### src/rtl/keypad_pkg.sv
// Shared types and constants for the 4x4 keypad scanner/encoder.
// Keymap is indexed [row][column]; rows and columns are active-low.
package keypad_pkg;

    typedef enum logic [1:0] {
        SCAN,
        DEBOUNCE,
        PRESSED,
        RELEASE
    } kp_state_t;

    localparam logic [3:0] ROWS_IDLE = 4'b1111;
    localparam logic [3:0] COL_RESET = 4'b1110;

    localparam logic [3:0] KEYMAP [4][4] = '{
        '{4'h1, 4'h2, 4'h3, 4'hA},
        '{4'h4, 4'h5, 4'h6, 4'hB},
        '{4'h7, 4'h8, 4'h9, 4'hC},
        '{4'hE, 4'h0, 4'hF, 4'hD}
    };

    function automatic logic one_low(input logic [3:0] v);
        unique case (v)
            4'b1110, 4'b1101, 4'b1011, 4'b0111: return 1'b1;
            default:                            return 1'b0;
        endcase
    endfunction

    function automatic logic [1:0] low_index(input logic [3:0] v);
        unique case (v)
            4'b1101: return 2'd1;
            4'b1011: return 2'd2;
            4'b0111: return 2'd3;
            default: return 2'd0;
        endcase
    endfunction

endpackage

### src/rtl/keypad_sync.sv
// Two-flop synchroniser for the asynchronous keypad row inputs.
// Resets to all-ones so the rows read as idle out of reset.
module keypad_sync (
    input  logic       clk,
    input  logic       rst,
    input  logic [3:0] d,
    output logic [3:0] q
);

    logic [3:0] meta;

    always_ff @(posedge clk or negedge rst) begin
        if (!rst) begin
            meta <= 4'b1111;
            q    <= 4'b1111;
        end else begin
            meta <= d;
            q    <= meta;
        end
    end

endmodule

### src/rtl/keypad_scan_encoder.sv
// 4x4 keypad column scanner with debounce and hex encoding.
// Define KEYPAD_AUTOREPEAT_EN to add auto-repeat strobes while a key is held.
module keypad_scan_encoder
    import keypad_pkg::*;
#(
    parameter int SCAN_DIV     = 1000,
    parameter int DEBOUNCE_CYC = 50000,
    parameter int REPEAT_DELAY = 25000000,
    parameter int REPEAT_RATE  = 5000000
) (
    input  logic       clk,
    input  logic       rst,
    input  logic [3:0] fil,
    output logic [3:0] col,
    output logic [3:0] key_code,
    output logic       key_valid,
    output logic       key_held
);

    localparam int DW = $clog2(SCAN_DIV);
    localparam int BW = $clog2(DEBOUNCE_CYC);
    localparam logic [DW-1:0] DWELL_MAX = DW'(SCAN_DIV - 1);
    localparam logic [BW-1:0] DEB_MAX   = BW'(DEBOUNCE_CYC - 1);

    if (SCAN_DIV < 4 || DEBOUNCE_CYC < 2 ||
        REPEAT_DELAY < 1 || REPEAT_RATE < 1) begin : g_bad_param
        $error("keypad_scan_encoder: illegal parameter value");
    end

    kp_state_t     state, state_n;
    logic [3:0]    fil_s;
    logic [3:0]    col_n, code_n, cand_pat;
    logic [DW-1:0] dwell, dwell_n;
    logic [BW-1:0] deb, deb_n;
    logic [1:0]    cand_row, cand_row_n;
    logic [1:0]    cand_col, cand_col_n;
    logic          valid_n, held_n;
    logic [3:0]    col_next;

`ifdef KEYPAD_AUTOREPEAT_EN
    localparam int RMAX = (REPEAT_DELAY > REPEAT_RATE) ? REPEAT_DELAY : REPEAT_RATE;
    localparam int RW   = (RMAX > 1) ? $clog2(RMAX) : 1;
    logic [RW-1:0] rep, rep_n, rep_lim;
    logic          rep_fast, rep_fast_n;
    assign rep_lim = rep_fast ? RW'(REPEAT_RATE - 1) : RW'(REPEAT_DELAY - 1);
`endif

    keypad_sync u_sync (
        .clk (clk),
        .rst (rst),
        .d   (fil),
        .q   (fil_s)
    );

    assign col_next = {col[2:0], col[3]};
    assign cand_pat = ~(4'b0001 << cand_row);

    always_comb begin
        state_n    = state;
        col_n      = col;
        dwell_n    = dwell;
        deb_n      = deb;
        cand_row_n = cand_row;
        cand_col_n = cand_col;
        code_n     = key_code;
        valid_n    = 1'b0;
        held_n     = key_held;
`ifdef KEYPAD_AUTOREPEAT_EN
        rep_n      = rep;
        rep_fast_n = rep_fast;
`endif
        unique case (state)
            SCAN: begin
                if (dwell == DWELL_MAX) begin
                    dwell_n = '0;
                    if (one_low(fil_s)) begin
                        cand_row_n = low_index(fil_s);
                        cand_col_n = low_index(col);
                        deb_n      = '0;
                        state_n    = DEBOUNCE;
                    end else begin
                        col_n = col_next;
                    end
                end else begin
                    dwell_n = dwell + 1'b1;
                end
            end
            DEBOUNCE: begin
                if (fil_s == cand_pat) begin
                    if (deb == DEB_MAX) begin
                        state_n = PRESSED;
                        code_n  = KEYMAP[cand_row][cand_col];
                        valid_n = 1'b1;
                        held_n  = 1'b1;
`ifdef KEYPAD_AUTOREPEAT_EN
                        rep_n      = '0;
                        rep_fast_n = 1'b0;
`endif
                    end else begin
                        deb_n = deb + 1'b1;
                    end
                end else begin
                    state_n = SCAN;
                    col_n   = col_next;
                    dwell_n = '0;
                end
            end
            PRESSED: begin
                if (fil_s == ROWS_IDLE) begin
                    deb_n   = '0;
                    state_n = RELEASE;
                end else begin
`ifdef KEYPAD_AUTOREPEAT_EN
                    if (rep == rep_lim) begin
                        valid_n    = 1'b1;
                        rep_n      = '0;
                        rep_fast_n = 1'b1;
                    end else begin
                        rep_n = rep + 1'b1;
                    end
`endif
                end
            end
            RELEASE: begin
                if (fil_s == ROWS_IDLE) begin
                    if (deb == DEB_MAX) begin
                        held_n  = 1'b0;
                        state_n = SCAN;
                        col_n   = col_next;
                        dwell_n = '0;
                        deb_n   = '0;
`ifdef KEYPAD_AUTOREPEAT_EN
                        rep_n      = '0;
                        rep_fast_n = 1'b0;
`endif
                    end else begin
                        deb_n = deb + 1'b1;
                    end
                end else begin
                    deb_n   = '0;
                    state_n = PRESSED;
                end
            end
            default: state_n = SCAN;
        endcase
    end

    always_ff @(posedge clk or negedge rst) begin
        if (!rst) begin
            state     <= SCAN;
            col       <= COL_RESET;
            dwell     <= '0;
            deb       <= '0;
            cand_row  <= '0;
            cand_col  <= '0;
            key_code  <= 4'h0;
            key_valid <= 1'b0;
            key_held  <= 1'b0;
        end else begin
            state     <= state_n;
            col       <= col_n;
            dwell     <= dwell_n;
            deb       <= deb_n;
            cand_row  <= cand_row_n;
            cand_col  <= cand_col_n;
            key_code  <= code_n;
            key_valid <= valid_n;
            key_held  <= held_n;
        end
    end

`ifdef KEYPAD_AUTOREPEAT_EN
    always_ff @(posedge clk or negedge rst) begin
        if (!rst) begin
            rep      <= '0;
            rep_fast <= 1'b0;
        end else begin
            rep      <= rep_n;
            rep_fast <= rep_fast_n;
        end
    end
`endif

endmodule

### config.mk
export PLATFORM = sky130hd
export DESIGN_NAME = keypad_scan_encoder
export DESIGN_NICKNAME = d
export VERILOG_FILES = /design/src/rtl/keypad_pkg.sv /design/src/rtl/keypad_sync.sv /design/src/rtl/keypad_scan_encoder.sv
export SDC_FILE = /design/constraint.sdc
export NUM_CORES = 1
export LEC_CHECK = 0
export ABC_AREA = 1
export ABC_CLOCK_PERIOD_IN_PS = 2200
export CORE_UTILIZATION = 25
export DETAILED_ROUTE_END_ITERATION = 10
export DONT_BUFFER_PORTS = 1
export SETUP_SLACK_MARGIN = 0.1
export SLEW_MARGIN = 20
export SYNTH_ARGS = -nofsm -noshare
export SYNTH_HDL_FRONTEND = slang
export SYNTH_SLANG_ARGS = --single-unit
### constraint.sdc
create_clock -name clk -period 2.2 [get_ports clk]
set_input_delay 0.55 -clock clk [delete_from_list [all_inputs] [get_ports clk]]
set_output_delay 0.55 -clock clk [all_outputs]
set_load 0.005 [all_outputs]
; Word-level counts from Yosys, hierarchy flattened
; Index checks and enable logic that the tools add are counted.
[classes]
add_sub_neg = 2
order_cmp = 2
eq_ne = 26
shifts = 1
muxes = 46
bitwise = 3
reduce_logical = 11
[ops]
columns = op, n
row1 = $mux 16, 9
row2 = $pmux 16 s4, 1
row3 = $mux 10, 4
row4 = $bmux 16 s2, 1
row5 = $pmux 10 s3, 1
row6 = $mux 4, 7
row7 = $eq 4x4->1 const B, 6
row8 = $ne 2x2->1 const B, 10
row9 = $add 16x1->16 const B, 1
row10 = $eq 16x16->1 const B, 1
row11 = $reduce_and 5->1, 3
row12 = $mux 2, 7
row13 = $pmux 2 s3, 2
row14 = $pmux 4 s3, 1
row15 = $add 10x1->10 const B, 1
row16 = $eq 10x10->1 const B, 1
row17 = $mux 1, 10
row18 = $bmux 4 s2, 1
row19 = $eq 4x3->1 const B, 2
row20 = $pmux 2 s4, 1
row21 = $ge 3x3->1 const B, 2
row22 = $ne 3x3->1 const B, 2
row23 = $not 2->3, 2
row24 = $reduce_and 3->1, 2
row25 = 12 further kinds, 13
[totals]
register_bits = 50
output_inout_bits = 10
word_cells = 102

; Longest topological paths before layout
; Gate-level depths: netlist of run 1.
[logic_depth]
depth_word = 8
ltp_mapped = 12
ltp_nobuf = 11

; Modules after synthesis
; From an unflattened synthesis of run 1, not the netlist that was laid out.
[hier_totals]
hier_cells = 406
area_unflattened_um2 = 3042.9
[modules_own_cells]
columns = mod, n_inst, cells_each, area_each_um2
row1 = keypad_scan_encoder, 1, 398, 2832.7
row2 = keypad_sync, 1, 8, 210.2

; Worst setup path after synthesis of run 1
; OpenSTA, ideal clock, no wires.
[synth_timing]
path_kind = flip-flop to flip-flop
startpoint = reg deb[0]
endpoint = reg dwell[3]
setup_time_ns = 0.118
arrival_ns = 1.440
required_ns = 2.082
slack_ns = 0.642
stages_incl_launch_ff = 10
path_buffers = 1
path_cell_list = dfrtp_1 > ha_1 > nand3_1 > nor2_1 > nand2_2 > nand2_1 > nand3_4 > buf_6 > nand2_1 > o21ai_2
[synth_via]
elab_chain_cells = 3
[synth_rtl]
columns = element, line
row1 = from (decl), keypad_scan_encoder.sv:34  ; logic [BW-1:0] deb, deb_n;
row2 = from (signal assigned), keypad_scan_encoder.sv:163  ; deb <= deb_n;
row3 = $eq 16x16->1, keypad_scan_encoder.sv:126  ; if (deb == DEB_MAX) begin
row4 = $ne 2x2->1 (no line), -
row5 = $reduce_and 4->1 (no line), -
row6 = to (signal assigned), keypad_scan_encoder.sv:162  ; dwell <= dwell_n;
row7 = to (decl), keypad_scan_encoder.sv:33  ; logic [DW-1:0] dwell, dwell_n;
; Every way passes these cells.
; A chain may end at the register's enable or synchronous reset.

; Worst setup path after layout of run 1
[layout_timing]
startpoint = reg state[0]
endpoint = reg dwell[2]
[layout_via]
elab_chain_cells = 3
word_cells_on_any_way = 9
[layout_rtl]
columns = element, line
row1 = from (decl), keypad_scan_encoder.sv:30  ; kp_state_t state, state_n;
row2 = from (signal assigned), keypad_scan_encoder.sv:160  ; state <= state_n;
row3 = "$eq 2x2->1, or another cell as far along", keypad_scan_encoder.sv:72  ; unique case (state)
row4 = $ne 2x2->1 (no line) / $reduce_bool 3->1 (equally long branches), -
row5 = $reduce_and 4->1 (no line), -
; Several ways; a longest one is shown, not always the timed one.

==> results of run 1 <==
cell usage after synthesis (6+ instances only):
cell type / instances / area share
nor3_1: 8 / 0.013
a21oi_1: 11 / 0.018
nand2_2: 8 / 0.016
o21ai_1: 10 / 0.016
nand2_1: 132 / 0.16
nor2_1: 37 / 0.046
nand4_1: 28 / 0.058
o21ai_0: 17 / 0.028
nand3_1: 23 / 0.038
dfstp_2: 11 / 0.095
xor2_1: 6 / 0.017
dfrtp_1: 39 / 0.32
inv_1: 40 / 0.049
inv_2: 6 / 0.0074
through the flow:
step / setup slack (ns) / hold WS (ns) / total power, W / instances
after floorplan: 0.642 / 0.254 / 0.000976 / 415
after global placement: 0.313 / 0.256 / 0.000980 / 551
after detailed placement: 0.209 / 0.256 / 0.000981 / 551
after CTS: 0.210 / 0.0805 / 0.00188 / 560
after global routing: 0.108 / 0.0731 / 0.00192 / 560
final: 0.295 / 0.0890 / 0.00185 / 560
registers in the layout, summed over array words and instances, names as in the netlist, 2 cells and up:
| signal | count |
|---|---|
| deb | 16 |
| dwell | 10 |
| col | 4 |
| key_code | 4 |
| u_sync.meta | 4 |
| u_sync.q | 4 |
| cand_col | 2 |
| cand_row | 2 |
| state | 2 |
cells by family (layout without fill, tap and decap cells):
family / Yosys count / count (layout) / synth area share
fa+ha+maj: 2 / 2 / 0.00823
xor+xnor: 7 / 7 / 0.0202
buf+inv: 55 / 57 / 0.0786
flops: 50 / 50 / 0.416
simple gates: 251 / 251 / 0.383
compound gates: 50 / 50 / 0.0938
report_power, final:
part / switching (W) / internal, W / leakage, nW
Combinational: 0.0000330 / 0.0000112 / 0.859
Clock: 0.000368 / 0.000497 / 0.0826
Sequential: 0.00000480 / 0.000933 / 0.646
per-layer routing:
| metal | part of all wire | wire (µm) | vias to the layer above |
|---|---|---|---|
| li1 | - | - | 1365 |
| met1 | 0.51 | 3390 | 1267 |
| met2 | 0.45 | 2960 | 30 |
| met3 | 0.033 | 222 | 9 |
| met4 | 0.0098 | 65 | 0 |
| met5 | 0 | 0 | - |
worst max path at each step:
stage / end / depth (start not counted) / start
global placement: state[0] / 10 / deb[0]
floorplan: dwell[3] / 9 / deb[0]
detailed placement: deb[6] / 10 / deb[0]
global route: dwell[4] / 9 / deb[0]
CTS: deb[6] / 10 / deb[0]
finish: dwell[2] / 8 / state[0]
timing repair:
| action | 4_1_cts | 5_1_grt |
|---|---|---|
| endpoints found under the hold margin | 39 | 0 |
| endpoints found under the setup margin | 0 | 17 |
| hold buffers | 1 | 0 |
| resized for setup | 0 | 2 |
final cells by class:
| type | count | share of cell area |
|---|---|---|
| clock buffers | 6 | 0.0446 |
| multi-input cells | 310 | 0.460 |
| well taps | 143 | 0.0531 |
| repair buffers | 3 | 0.0104 |
| clock inverters | 2 | 0.00520 |
| flip-flops and latches | 50 | 0.375 |
| inverters | 46 | 0.0512 |
==> impl_results.md, run 1 <==
- R2R Setup Slk: 0.29 ns
- Initial core utilization: 0.262
- Remaining DRCs: 1
- Clk_skew: 0.00825 ns
- Core ar.: 11600 µm²
- Multi-input gate area: 1550 µm²
- Met1 usage: 0.154
- Largest net degree at the start of global routing: 40
- Worst Path Arrival: 2.09 ns
- CP max FO: 18
- Aggregate global routing overflow: 0
- Pre-antenna DRT Iters: 7
- Primary FF master, synth: dfrtp_1
- Post-Syn Area: 3040 µm²
- First-pass GRT wire length: 11.8 mm
- Post-CTS Setup Inserts: 0
- Layout cell share with drive strength beyond 1: 0.125
- Slowest-stage cell, CP: dfrtp_1
- Peak Freq: 525 MHz
- Yosys cell types: 32
- Ys Warns: 0
- Most Frequent Cell on Critical Path: nand3_4
- Mapped Nets: 423
- EDFF count, synth: 0
- Sequential Area: 1260 µm²
- Most common cell after layout, fill and taps aside: nand2_1
- Worst Path Buf+Inv: 3
- Clk pin slew, worst setup/hold paths: 0.07 ns
- Mapped Cells: 415
- DR vias: 2671
- Pwr dens: 548 nW/µm²
- Setup crit end kind: flop
- Die H: 112 µm
- Seq cells post-synth: 50
- Clock Tree Root: clkbuf_16
- DRT iter0 DRCs: 132
- Fin nets: 424
- Gr usage total: 0.115
- Final hold violations: 0
- Num ports: 16
- Core Rows: 39
- DP HPWL: 4.77 mm
- Maximum vdd drop: 387 µV
- Diodes inserted: 0
- Commonest non-fill, non-tap cells in the layout: 132 x nand2_1, 40 x inv_1, 39 x dfrtp_1, 37 x nor2_1, 28 x nand4_1
- Register area share after synthesis: 0.416
- Post-layout minimum cycle time: 1.91 ns
- R2r startpoint: state[0]
- DP Area: 3170 µm²
- Critical Path, Cell by Cell: inv_2 > nor2_2 > buf_4 > nand3_4 > nand3_4 > inv_1 > nand2_1 > o21ai_1
- CTS tree: yes
- Worst path max stage delay: 0.55 ns
- Drt wl/cell: 11.9 µm
- Die area: 12600 µm²
- Final Instance Area: 3370 µm²
- Final period util: 0.866
- Post-Route Utilization: 0.290
- Num CTS Buffers: 5
- Final setup vio count: 0
- LEAKAGE: 1.59 nW
- Antenna-violating nets left: 0
- PortBufs: 0
- Global-route track usage on met2: 0.186
- M3 GR Usage: 0.0308
- Clk sink count: 50
- Setup tns final: 0 ns
- Setup Crit Path Kind: flop to flop
- Top delay family on crit path: simple AND/OR/NAND/NOR gates
- Max Slew Vio Count: 0
- Area grow syn2layout: 10.8%
- Initial antenna violation count: 0
- Worst Hold Class: input port to async pin
- Status: finished with violations
- DR vias/cell: 4.77
- R2r worst-path depth: 8
- Slew @ Worst Pin: 0.418 ns
- CP required: 2.39 ns
- Die Width: 112 µm
- H-tree Lvls: 2
- Max-slew headroom: 0.720
- Grt peak-use layer: met2
- RSZ-0062 raised after global routing: false
- Clk_lat worst skew: 0.30 ns
- Ys async rst share: 1.00
- Failing checks: DRC
- Worst R2R End: dwell[2]
- Crit path launch type: flop
- Routed wire length: 6.64 mm
- # fillers: 1246
- CTS Buffer Depth: 2
- Global placement routability congestion: 0.838
- Vias in the first global route: 2568
- Mapped Avg Cell Area: 7.33 µm²
- Max-cap violation count: 0
Note: power is estimated with default switching activity, not from simulation.
==> run 2, diff against run 1 <==
Settings changed: PLACE_DENSITY from default to 0.38.
==> impl_results.md, run 2 (same netlist as run 1, synthesis figures left out) <==
- Status: completed (was finished with violations)
- Routed wire length: 7.47 mm (was 6.64 mm)
- Crit path launch type: flop (unchanged)
- DP Area: 3210 µm² (was 3170 µm²)
- Clk sink count: 50 (unchanged)
- Psw: 0.000394 W (was 0.000406 W)
- Final period util: 0.860 (was 0.866)
- Most common cell after layout, fill and taps aside: nand2_1 (unchanged)
- Clk_lat worst skew: 0.30 ns (about the same)
- Aggregate global routing overflow: 0 (unchanged)
- Drt wl/cell: 13.2 µm (was 11.9 µm)
- Switch share: 0.215 (was 0.220)
- Antenna-violating nets left: 0 (unchanged)
- Die H: 112 µm (unchanged)
- Maximum vdd drop: 204 µV (was 387 µV)
- DR vias: 2586 (was 2671)
- Largest regs: deb (16), dwell (10) (unchanged)
- Post-layout minimum cycle time: 1.89 ns (was 1.91 ns)
- Setup Crit Path Kind: flop to flop (unchanged)
- Commonest non-fill, non-tap cells in the layout: 131 x nand2_1, 39 x inv_1, 39 x dfrtp_1, 37 x nor2_1, 28 x nand4_1 (was 132 x nand2_1, 40 x inv_1, 39 x dfrtp_1, 37 x nor2_1, 28 x nand4_1)
- Area grow syn2layout: 11.9% (was 10.8%)
- Seq pwr share: 0.513 (was 0.507)
- CP required: 2.44 ns (was 2.39 ns)
- Num CTS Buffers: 5 (unchanged)
- Max-cap violation count: 0 (unchanged)
- Slew @ Worst Pin: 0.379 ns (was 0.418 ns)
- Final hold violations: 0 (unchanged)
- Pre-antenna DRT Iters: 4 (was 7)
- LEAKAGE: 1.61 nW (was 1.59 nW)
- Global placement routability congestion: 0.762 (was 0.838)
- Setup tns final: 0 ns (unchanged)
- Final setup vio count: 0 (unchanged)
- Largest reg by FF count: deb (unchanged)
- Placed insts: 556 (was 551)
- Vias in the first global route: 2631 (was 2568)
- Max reg flops: 16 (unchanged)
- Die Width: 112 µm (unchanged)
- Clk_skew: 0.00751 ns (was 0.00825 ns)
- PortBufs: 0 (unchanged)
- Tot Pwr: 0.00183 W (was 0.00185 W)
- Final Instance Area: 3400 µm² (was 3370 µm²)
- CTS tree: yes (unchanged)
- Worst Hold Class: input port to async pin (unchanged)
- Initial antenna violation count: 0 (unchanged)
- Post-Route Utilization: 0.293 (was 0.290)
- Initial core utilization: 0.262 (unchanged)
- CP max FO: 18 (unchanged)
- Core ar.: 11600 µm² (unchanged)
- Layout cell share with drive strength beyond 1: 0.140 (was 0.125)
- Remaining DRCs: 0 (was 1)
- Pwr dens: 537 nW/µm² (was 548 nW/µm²)
- Die area: 12600 µm² (unchanged)
- First-pass GRT wire length: 12.9 mm (was 11.8 mm)
- Worst Path Arrival: 2.13 ns (was 2.09 ns)
- Core Rows: 39 (unchanged)
- Clk pwr share: 0.461 (was 0.469)
- H-tree Lvls: 2 (unchanged)
- Largest net degree at the start of global routing: 40 (unchanged)
- DP HPWL: 5.38 mm (was 4.77 mm)
- Fin nets: 429 (was 424)
- RSZ-0062 raised after global routing: true (was false)
- Num ports: 16 (unchanged)
- Clock Tree Root: clkbuf_16 (unchanged)
- Setup crit end kind: flop (unchanged)
- Peak Freq: 528 MHz (was 525 MHz)
- Diodes inserted: 0 (unchanged)
- Clk pin slew, worst setup/hold paths: 0.07 ns (about the same)
- DRT iter0 DRCs: 106 (was 132)
- DR vias/cell: 4.58 (was 4.77)
- Max Slew Vio Count: 0 (unchanged)
- CTS Buffer Depth: 2 (unchanged)
- Combinational power share: 0.025 (was 0.024)
- Gr usage total: 0.130 (was 0.115)
- Max-slew headroom: 0.745 (was 0.720)
- Non-Filler Instances: 565 (was 560)
- Power Internal: 0.00143 W (was 0.00144 W)
run 2: critical path: stages (launching register included):
cell	delay, ns
dfrtp_1	0.41
ha_1	0.23
nand3_1	0.16
nor2_1	0.16
nand2_2	0.15
nand2_1	0.14
nand3_4	0.22
nor2_2	0.22
nand2_1	0.07
nand2_1	0.06
run 2: per-stage QoR:
stage	worst slack, ns	hold slack (ns)
floorplan	0.642	0.254
global placement	0.239	0.256
detailed placement	0.220	0.256
CTS	0.199	0.0847
global route	0.0861	0.0829
finish	0.307	0.0903
run 2: worst paths after layout:
kind | endpoint | from | slack [ns] | cells past startpoint
min in group clk | u_sync.meta[3] | fil[3] | 0.25 | 0
min | deb[10] | rst | 0.09 | 1
max in group asynchronous | cand_row[1] | rst | 1.91 | 1
max reg2reg | col[0] | deb[0] | 0.31 | 9
max | col[0] | deb[0] | 0.31 | 9
min reg2reg | u_sync.q[1] | u_sync.meta[1] | 0.36 | 0
run 2: metal layers:
| metal | vias to the layer above | routed length, µm | track usage |
|---|---|---|---|
| met4 | 0 | 107 | 0.0409 |
| met5 | - | 0 | 0 |
| met3 | 7 | 211 | 0.0248 |
| met2 | 25 | 3450 | 0.218 |
| met1 | 1179 | 3700 | 0.168 |
| li1 | 1375 | - | - |
run 2: timing repair:
action / CTS / global route
resized for setup: 0 / 4
hold buffers: 1 / 0
buffers inserted: 0 / 0
setup endpoints to repair: 0 / 12
hold endpoints to repair: 39 / 0
run 2: final cells by class:
class                      count  area, µm²
fill                        1280       8210
inverter                      46        173
multi-input combinational    310       1540
tap                          143        179
timing repair buffer           8       80.1
sequential                    50       1260
clock inverter                 2       10.0
clock buffer                   6        150
run 2: power groups by stage:
stage	clock network (W)	logic, W	registers [W]
finish	0.000843	0.0000462	0.000938
global route	0.000898	0.0000538	0.000938
CTS	0.000882	0.0000487	0.000937
detailed placement	0	0.0000268	0.000955
global placement	0	0.0000269	0.000954
floorplan	0	0.0000224	0.000953
==> run 3, diff against run 2 <==
Settings changed: CORE_ASPECT_RATIO from default to 1.1, SETUP_SLACK_MARGIN 0.1 to 0.05.
==> impl_results.md, run 3 (same netlist as run 1, synthesis figures left out) <==
- Die area: 12600 µm² (about the same)
- Fin nets: 428 (was 429)
- Slowest-stage cell, CP: dfrtp_1 (unchanged)
- Setup Crit Path Kind: flop to flop (unchanged)
- Core ar.: 11600 µm² (about the same)
- Die H: 118 µm (was 112 µm)
- Clk_lat worst skew: 0.29 ns (was 0.30 ns)
- Most common cell after layout, fill and taps aside: nand2_1 (unchanged)
- Pwr dens: 537 nW/µm² (about the same)
- Switch share: 0.216 (was 0.215)
- Clk pin slew, worst setup/hold paths: 0.07 ns (about the same)
- Final period util: 0.876 (was 0.860)
- Diodes inserted: 0 (unchanged)
- Largest net degree at the start of global routing: 40 (unchanged)
- DR vias/cell: 4.57 (was 4.58)
- Num ports: 16 (unchanged)
- Global placement routability congestion: 0.788 (was 0.762)
- Status: completed (unchanged)
- RSZ-0062 raised after global routing: false (was true)
- Routed wire length: 7.68 mm (was 7.47 mm)
- CP max FO: 12 (was 18)
- DP HPWL: 5.49 mm (was 5.38 mm)
- Final setup vio count: 0 (unchanged)
- Critical Path, Cell by Cell: ha_1 > nand3_1 > nor2_1 > nand2_2 > nand3_2 > nand2_1 > nand4_1 > nand2_1 (was ha_1 > nand3_1 > nor2_1 > nand2_2 > nand2_1 > nand3_4 > nor2_2 > nand2_1 > nand2_1)
- Peak Freq: 519 MHz (was 528 MHz)
- Commonest non-fill, non-tap cells in the layout: 132 x nand2_1, 40 x inv_1, 39 x dfrtp_1, 37 x nor2_1, 28 x nand4_1 (was 131 x nand2_1, 39 x inv_1, 39 x dfrtp_1, 37 x nor2_1, 28 x nand4_1)
- Pre-antenna DRT Iters: 4 (unchanged)
- LEAKAGE: 1.61 nW (about the same)
- R2R Setup Slk: 0.27 ns (was 0.31 ns)
- Setup tns final: 0 ns (unchanged)
- Worst Path Arrival: 2.11 ns (was 2.13 ns)
- Largest reg by FF count: deb (unchanged)
- R2r startpoint: deb[0] (unchanged)
- Pre-CTS setup slack: 0.216 ns (was 0.220 ns)
- Area grow syn2layout: 11.8% (was 11.9%)
- Clk sink count: 50 (unchanged)
- Drt wl/cell: 13.5 µm (was 13.2 µm)
- CTS tree: yes (unchanged)
- Initial core utilization: 0.261 (was 0.262)
- First-pass GRT wire length: 13.0 mm (was 12.9 mm)
- Max-cap violation count: 0 (unchanged)
- Clock Tree Root: clkbuf_16 (unchanged)
- Antenna-violating nets left: 0 (unchanged)
- Post-CTS Setup Inserts: 0 (unchanged)
- Initial antenna violation count: 0 (unchanged)
- Combinational power share: 0.025 (about the same)
- DR vias: 2611 (was 2586)
- CP required: 2.38 ns (was 2.44 ns)
- H-tree Lvls: 2 (unchanged)
- Setup crit end kind: flop (unchanged)
- Core Rows: 41 (was 39)
- DRT iter0 DRCs: 114 (was 106)
- Clk_skew: 0.00358 ns (was 0.00751 ns)
- Max-slew headroom: 0.680 (was 0.745)
- Psw: 0.000394 W (about the same)
- Clk pwr share: 0.461 (about the same)
- CTS Buffer Depth: 2 (unchanged)
- Aggregate global routing overflow: 0 (unchanged)
- Gr usage total: 0.132 (was 0.130)
- Vias in the first global route: 2550 (was 2631)
- Maximum vdd drop: 258 µV (was 204 µV)
- Largest regs: deb (16), dwell (10) (unchanged)
- Die Width: 107 µm (was 112 µm)
- Slew @ Worst Pin: 0.479 ns (was 0.379 ns)
- Seq pwr share: 0.513 (about the same)
- Final hold violations: 0 (unchanged)
- Max reg flops: 16 (unchanged)
- Layout cell share with drive strength beyond 1: 0.133 (was 0.140)
- Worst Hold Class: input port to async pin (unchanged)
- PortBufs: 0 (unchanged)
- Crit path launch type: flop (unchanged)
- Max Slew Vio Count: 0 (unchanged)
- Crit. Startpoint: deb[0] (unchanged)
- Setup ws final: 0.273 ns (was 0.307 ns)
- Post-layout minimum cycle time: 1.93 ns (was 1.89 ns)
- Worst path max stage delay: 0.40 ns (was 0.41 ns)
- Most Frequent Cell on Critical Path: nand2_1 (unchanged)
- Power Internal: 0.00143 W (about the same)
- Num CTS Buffers: 5 (unchanged)
- Remaining DRCs: 0 (unchanged)
[run 3: changes by cell type in the layout (fill, tap and decap cells not counted), sizes merged]
cell	delta
buf	-1
[run 3: power groups by stage]
stage / logic, W / clock network (W) / registers [W]
2_1_floorplan: 0.0000224 / 0 / 0.000953
3_3_place_gp: 0.0000265 / 0 / 0.000955
3_5_place_dp: 0.0000265 / 0 / 0.000955
4_1_cts: 0.0000487 / 0.000878 / 0.000937
5_1_grt: 0.0000541 / 0.000909 / 0.000938
6_report: 0.0000465 / 0.000843 / 0.000938
[run 3: what timing repair did]
action | in CTS | in global routing
endpoints found under the setup margin | 0 | 2
hold endpoints to repair | 39 | 0
hold buffers | 1 | 0
gates resized for setup | 0 | 2
[run 3: path summary, 6_finish.rpt]
check                            endpoint  depth (start not counted)
setup / recovery                   deb[9]                          8
hold / removal                u_sync.q[1]                          0
setup reg to reg                   deb[9]                          8
hold reg to reg               u_sync.q[1]                          0
max in group asynchronous         deb[13]                          1
min in group clk           u_sync.meta[2]                          0
[run 3: metal layers]
layer	track usage	part of all wire	vias to the layer above
li1	-	-	1368
met1	0.181	0.49	1200
met2	0.213	0.47	35
met3	0.0255	0.028	8
met4	0.0334	0.0099	0
met5	0	0	-
[run 3: layout make-up]
class | count | area (µm²)
sequential | 50 | 1260
inverter | 46 | 173
fill | 1268 | 8250
clock buffer | 6 | 150
tap | 150 | 188
multi-input combinational | 310 | 1540
clock inverter | 2 | 10.0
timing repair buffer | 7 | 72.6
[run 3: through the flow]
step / cells / hold WS (ns) / power [W] / utilization / instance area, µm²
finish: 571 / 0.102 / 0.00183 / 0.292 / 3400
global route: 571 / 0.0840 / 0.00190 / 0.292 / 3400
CTS: 571 / 0.0881 / 0.00186 / 0.292 / 3390
detailed placement: 562 / 0.256 / 0.000981 / 0.275 / 3210
global placement: 562 / 0.256 / 0.000981 / 0.275 / 3210
floorplan: 415 / 0.254 / 0.000976 / - / 3040
[run 3: critical path: cells and delay by family (launching register included)]
kind,cells,cell delay (ns)
simple gates,7,1.19
flops,1,0.40
fa+ha+maj,1,0.22
